$ cat src/rtl/mul16_seq.sv
// Sequential 16x16 unsigned shift-and-add multiplier: one 17-bit add and shift per clock.
// MUL16_HIGH_PRODUCT_EN enables the registered high half of the product on out_hi.
module mul16_seq (
    input  logic        clk,
    input  logic        reset,
    input  logic        start,
    input  logic [15:0] a,
    input  logic [15:0] b,
    output logic        busy,
    output logic        done,
    output logic [15:0] out,
    output logic [15:0] out_hi
);

    // state  | meaning
    // S_IDLE | waiting for start; operands captured on the accepting edge
    // S_BUSY | 16 add/shift iterations
    // S_DONE | one-cycle done pulse, then back to idle
    typedef enum logic [1:0] {
        S_IDLE = 2'd0,
        S_BUSY = 2'd1,
        S_DONE = 2'd2
    } state_t;

    state_t      state_q, state_d;
    logic [15:0] mcand_q, mcand_d;
    logic [32:0] p_q, p_d;
    logic [3:0]  cnt_q, cnt_d;
    logic [15:0] res_lo_q, res_lo_d;
    logic [16:0] sum;
    logic [32:0] p_shift;

    // p[32:16] is the accumulator, p[15:0] the multiplier being shifted out
    always_comb begin
        sum     = p_q[32:16] + {1'b0, (p_q[0] ? mcand_q : 16'h0000)};
        p_shift = {1'b0, sum, p_q[15:1]};
    end

    always_ff @(posedge clk or posedge reset) begin
        if (reset) begin
            state_q  <= S_IDLE;
            mcand_q  <= 16'h0000;
            p_q      <= 33'd0;
            cnt_q    <= 4'd0;
            res_lo_q <= 16'h0000;
        end else begin
            state_q  <= state_d;
            mcand_q  <= mcand_d;
            p_q      <= p_d;
            cnt_q    <= cnt_d;
            res_lo_q <= res_lo_d;
        end
    end

    always_comb begin
        state_d  = state_q;
        mcand_d  = mcand_q;
        p_d      = p_q;
        cnt_d    = cnt_q;
        res_lo_d = res_lo_q;
        case (state_q)
            S_IDLE: begin
                if (start) begin
                    mcand_d = a;
                    p_d     = {17'd0, b};
                    cnt_d   = 4'd0;
                    state_d = S_BUSY;
                end
            end
            S_BUSY: begin
                p_d   = p_shift;
                cnt_d = cnt_q + 4'd1;
                if (cnt_q == 4'd15) begin
                    res_lo_d = p_shift[15:0];
                    state_d  = S_DONE;
                end
            end
            S_DONE: begin
                state_d = S_IDLE;
            end
            default: begin
                state_d = S_IDLE;
            end
        endcase
    end

`ifdef MUL16_HIGH_PRODUCT_EN
    logic [15:0] res_hi_q, res_hi_d;

    always_ff @(posedge clk or posedge reset) begin
        if (reset) res_hi_q <= 16'h0000;
        else       res_hi_q <= res_hi_d;
    end

    always_comb begin
        res_hi_d = res_hi_q;
        if (state_q == S_BUSY && cnt_q == 4'd15) res_hi_d = p_shift[31:16];
    end

    assign out_hi = res_hi_q;
`else
    assign out_hi = 16'h0000;
`endif

    always_comb begin
        busy = (state_q == S_BUSY);
        done = (state_q == S_DONE);
        out  = res_lo_q;
    end

endmodule

$ cat config.mk
export PLATFORM = sky130hd
export DESIGN_NAME = mul16_seq
export DESIGN_NICKNAME = d
export VERILOG_FILES = /design/src/rtl/mul16_seq.sv
export SDC_FILE = /design/constraint.sdc
export NUM_CORES = 1
export LEC_CHECK = 0
export CORE_ASPECT_RATIO = 0.9
export CORE_UTILIZATION = 48
export DETAILED_ROUTE_END_ITERATION = 6
export HOLD_SLACK_MARGIN = 0.03
export PLACE_DENSITY = 0.77
export SLEW_MARGIN = 20
export SYNTH_ARGS = -nofsm -noshare
export SYNTH_HDL_FRONTEND = slang
export SYNTH_SLANG_ARGS = --single-unit
$ cat constraint.sdc
create_clock -name clk -period 2.71 [get_ports clk]
set_input_delay 0.6775 -clock clk [delete_from_list [all_inputs] [get_ports clk]]
set_output_delay 0.6775 -clock clk [all_outputs]
set_load 0.02 [all_outputs]
**Yosys cells after proc, flatten, opt, wreduce, memory -nomap -nowiden**

Cells that the tools add are included.
W data, S select, Z words.

- Shift operators: 0
- Reductions and logical operators: 6
- Eq/ne operators: 5
- Bitwise operators: 0
- Divide/modulo/power cells: 0
- Add/subtract/negate cells: 2
- Order comparisons: 0
- Multiplexer cells: 8
- $mul: 0

Operators by type and width:

| cell | number |
|---|---|
| $pmux W33 S2 | 1 |
| $mux W33 | 1 |
| $add A17 B16 Y17 | 1 |
| $mux W16 | 1 |
| $pmux W4 S2 | 1 |
| $reduce_and A2 Y1 | 4 |
| $add A4 B1 Y4 const B | 1 |
| $eq A4 B4 Y1 const B | 1 |
| $mux W2 | 2 |
| $mux W4 | 1 |
| $pmux W2 S2 | 1 |
| $eq A2 B1 Y1 const B | 1 |
| $eq A2 B2 Y1 const B | 1 |
| $logic_not A2 Y1 | 1 |
| $ne A2 B1 Y1 const B | 1 |
| $ne A2 B2 Y1 const B | 1 |
| $reduce_bool A2 Y1 | 1 |

- Bits in read-only memories: 0
- Latch bits: 0
- Memories kept: 0
- Bits in registers: 71
- Output and inout port bits: 34
- Word-level logic and storage cells: 26
- RAM bits: 0

**Depth between registers and ports, before layout**

- Depth after elaboration: 3
- Depth in mapped cells: 10
- Depth with buffers taken out: 9

**Least setup slack after synthesis**

Ideal clock, no wire load.

- Path kind: register to register
- Start: register p_q[0]
- End: register p_q[29]
- Setup time: 122 ps
- Buffers on the path: 1
- Required time: 2588 ps
- Data arrival time: 2485 ps
- Setup slack: 103 ps
- Clock period less this slack: 2607 ps
- Cell stages (with the launch flop): 11
- Path through: dfrtp_1 -> clkbuf_1 -> and2_1 -> ha_1 -> inv_1 -> fa_1 -> and2b_4 -> o2111ai_4 -> a2111oi_2 -> o21ai_0 -> a32o_1

- Word-level cells in the longest chain between the ends: 3

RTL lines:

| what | line | RTL |
|---|---|---|
| from (decl) | 27 | `logic [32:0] p_q, p_d;` |
| from (signal assigned) | 49 | `p_q <= p_d;` |
| $mux W16 | 35 | `sum = p_q[32:16] + {1'b0, (p_q[0] ? mcand_q : 16'h0000)};` |
| $add A17 B16 Y17 | 35 |  |
| $pmux W33 S2 | 61 | `case (state_q)` |

Every way passes these cells.
A chain may end at the register's enable or synchronous reset.

**Worst setup path after layout**

- Start: register state_q[1]
- End: output busy

- Word-level cells in the longest chain between the ends: 1

RTL lines:

| what | line | RTL |
|---|---|---|
| from (decl) | 25 | `state_t state_q, state_d;` |
| from (signal assigned) | 47 | `state_q <= state_d;` |
| $eq A2 B1 Y1 | 106 | `busy = (state_q == S_BUSY);` |
| to (decl) | 9 | `output logic busy,` |

Every way passes these cells.

==> flow_metrics.tcl <==
set metrics [dict create \
    critical_path_peak_fanout 15 \
    crit_required_ps 2030 \
    hold_path_class "flop to flop" \
    nNetsFinal 474 \
    worstSetupEndpointType "output pin" \
    detail_route.drc_violations 0 \
    utilization_pct 60.6 \
    fillCellCount 638 \
    switching_power_summed_over_all_nets_uw 1860 \
    chipWidth_microns 97.3 \
    max_cap_violations 0 \
    postSynthRegisterBits 70 \
    routedWlPerCell_microns 15.6 \
    initial_antenna_violation_count 0 \
    postPlaceCellArea_sq_mm 0.00450 \
    clock_latency_ps 350 \
    yosys.cell_types.count 57 \
    clk_transition_reported_paths_ps 70 \
    p_clk_share_pct 17.1 \
    post-route-worst-setup-slack_ps 207 \
    portbufs 52 \
    grt-ovfl-total 0 \
    die_height_microns 87.8 \
    final_max_slew_viol_count 0 \
    ys_top_cells_by_area "sky130_fd_sc_hd__dfrtp_1 45%, sky130_fd_sc_hd__mux2_2 8.9%, sky130_fd_sc_hd__ha_1 5.4%, sky130_fd_sc_hd__o21ai_0 4.5%, sky130_fd_sc_hd__buf_4 3.6%" \
    n_antenna_cell 0 \
    wl_microns 8140 \
    cts_tree "done" \
    place.gp.congestion 0.866 \
    timing_worst_setup_path_type "flop to output pin" \
    timing_hold_violations_final 0 \
    drtIter0Drc 165 \
    flop2flop_setup_slack_ps 220 \
    drt_first_pass_iters 4 \
    grt_pass1_vias 2876 \
    mappedNetlistArea_sq_mm 0.00393 \
    min_period_over_period_pct 92.4 \
    row_count 30 \
    post_synth_edffs 0 \
    initial_core_util_pct 50.8 \
    cp_data_arrival_time_ps 1830 \
    post-dp-hpwl_microns 5470 \
    peakVddDrop_v 0.000403 \
    design.portCount 69 \
    timing.slew.headroom_pct 65.2 \
    coreArea_sq_mm 0.00773 \
    seq_power_share_pct 36.8 \
    timing.final.setup_violations 0 \
    critPathLaunchType "flop" \
    grt_pass1_wl_microns 13800 \
    run_status "completed" \
    postSynthAreaPerCell_sq_um 10.7 \
    htree_num_levels 3 \
    timing.clock.skew_ps 9.59 \
    tightest_slew_ps 520 \
    yosysTopAreaCell "sky130_fd_sc_hd__dfrtp_1" \
    grt_use_total_pct 20.4 \
    dr_total_vias 2907 \
    cts.repair_timing.setup_buffer_count 0 \
    fin_tns_setup_ps 0 \
    antenna_violating_nets_remaining 0 \
    postSynth.asyncResetShare_pct 100 \
    p_int_uw 2950 \
    synth-seq-area-share_pct 44.6 \
    pwr_density_cell_mw_per_mm2 1030 \
    layout-drive-gt1-share_pct 15.7 \
    clk_path_buf_depth 2 \
    synth_top_area_share_pct 44.6 \
    design.die.area_sq_mm 0.00854 \
    share_comb_of_total_power_pct 46.2 \
    via_per_inst 5.57 \
    synth-main-ff-cell "sky130_fd_sc_hd__dfrtp_1" \
    synth-warning-count 0 \
    cts.root.buffer_cell "sky130_fd_sc_hd__clkbuf_8" \
    rsz_0062_raised_after_global_routing "no" \
    design_area_sq_mm 0.00468 \
    numCtsBuffers 9 \
    cts_hold_buf 0 \
    power_switching_share_pct 38.7 \
    finalCriticalPeriod_ps 2500 \
    syn_inst 368 \
    placement.setup.worst_slack_ps 237 \
    static-leakage-power_uw 0.00211 \
    area_delta_synth_final_pct 19.3 \
    cts.sink_count 70 \
    pin_count_of_the_biggest_net_entering_global_routing 71 \
    cts.repair.resized 0 \
    max_freq_mhz 399 \
]
==> flip-flops by register name (all words and copies together) (netlist names) <==
name	count
p_q	32
state_q	2
out	16
mcand_q	16
cnt_q	4
==> layer usage <==
layer	part of all wire (%)	global-route usage, %	vias to the layer above
met3	3.9	4.23	8
met4	1.2	7.62	0
met5	0	0	-
li1	-	-	1400
met2	46	32.9	67
met1	48	27.4	1432
==> layout by cell type, fill, tap and decap left out, drive strengths merged, types with 6 or more instances in the layout <==
master and n:
dfrtp 70, o21ai 36, and3b 10, conb 16, a22oi 6, and2 15, nor2b 8, a21oi 28
mux2 32, inv 6, buf 9, ha 17, a21o 10, clkbuf 12, nand2 35, clkdlybuf4s50 52
==> cell usage after synthesis (2+ instances only) <==
cell type                   count
sky130_fd_sc_hd__o211ai_1       3
sky130_fd_sc_hd__nand2_1       35
sky130_fd_sc_hd__o21a_1         2
sky130_fd_sc_hd__nand2b_1       2
sky130_fd_sc_hd__a21oi_1       25
sky130_fd_sc_hd__buf_4         19
sky130_fd_sc_hd__buf_2          3
sky130_fd_sc_hd__or3_1          5
sky130_fd_sc_hd__xor2_1         4
sky130_fd_sc_hd__and3b_1       10
sky130_fd_sc_hd__ha_1          17
sky130_fd_sc_hd__xnor2_1        3
sky130_fd_sc_hd__clkbuf_1       9
sky130_fd_sc_hd__nor2_1         4
sky130_fd_sc_hd__buf_6          2
sky130_fd_sc_hd__o2111ai_1      2
sky130_fd_sc_hd__and2_1        15
sky130_fd_sc_hd__a21oi_4        2
sky130_fd_sc_hd__nand4_1        3
sky130_fd_sc_hd__nor2b_1        8
sky130_fd_sc_hd__a32o_1         5
sky130_fd_sc_hd__a21o_1        10
sky130_fd_sc_hd__a22oi_1        6
sky130_fd_sc_hd__o21ai_0       35
sky130_fd_sc_hd__mux2_2        31
sky130_fd_sc_hd__a211oi_1       2
sky130_fd_sc_hd__inv_1          6
sky130_fd_sc_hd__dfrtp_1       70
sky130_fd_sc_hd__a31o_1         2
==> worst paths after layout <==
path	from	depth (start not counted)	to
min reg2reg	p_q[16]	2	p_q[16]
max reg2reg	p_q[0]	9	p_q[29]
min in group asynchronous	reset	3	p_q[18]
min	p_q[16]	2	p_q[16]
max	state_q[1]	3	busy
max in group asynchronous	reset	3	p_q[27]
==> cells by family (layout without fill, tap and decap cells) <==
| group | count (synthesis) | after routing | synth area share (%) |
|---|---|---|---|
| and+or+nand+nor | 90 | 90 | 13.2 |
| AOI/OAI and AO/OA | 109 | 109 | 19.2 |
| DFF | 70 | 70 | 44.6 |
| muxes | 32 | 32 | 9.18 |
| buffers and inverters | 41 | 84 | 6.22 |
| other | 1 | 16 | 0.0955 |
| adders and majority gates | 18 | 18 | 5.93 |
| xor gates and xnor gates | 7 | 7 | 1.56 |
==> stage by stage <==
| step | power [uW] | hold WS (ps) | instances |
|---|---|---|---|
| floorplan | 3430 | 456 | 383 |
| global placement | 3890 | 470 | 506 |
| detailed placement | 3990 | 481 | 506 |
| CTS | 4820 | 498 | 522 |
| global route | 5170 | 523 | 522 |
| finish | 4810 | 496 | 522 |
==> power groups by stage <==
stage	clock [uW]	combinational (uW)	sequential [uW]
after floorplan	0	1650	1780
after global placement	0	2140	1750
after detailed placement	0	2210	1780
after CTS	828	2220	1770
after global routing	866	2470	1830
final	822	2220	1770
==> worst max-delay path, cell delays in order (launching register included) <==
cell,delay [ps]
sky130_fd_sc_hd__dfrtp_1,380
sky130_fd_sc_hd__nand2b_2,350
sky130_fd_sc_hd__clkinv_1,140
sky130_fd_sc_hd__clkdlybuf4s50_1,610
==> layout make-up <==
class | instances | area [sq um] | share of cell area (%)
clock buffer | 12 | 135 | 2.89
clock inverter | 4 | 47.5 | 1.02
inverter | 7 | 26.3 | 0.561
multi-input combinational | 272 | 1990 | 42.5
sequential | 70 | 1750 | 37.4
tap | 96 | 120 | 2.56
timing repair buffer | 61 | 613 | 13.1
(Power assumes the default switching activity.)
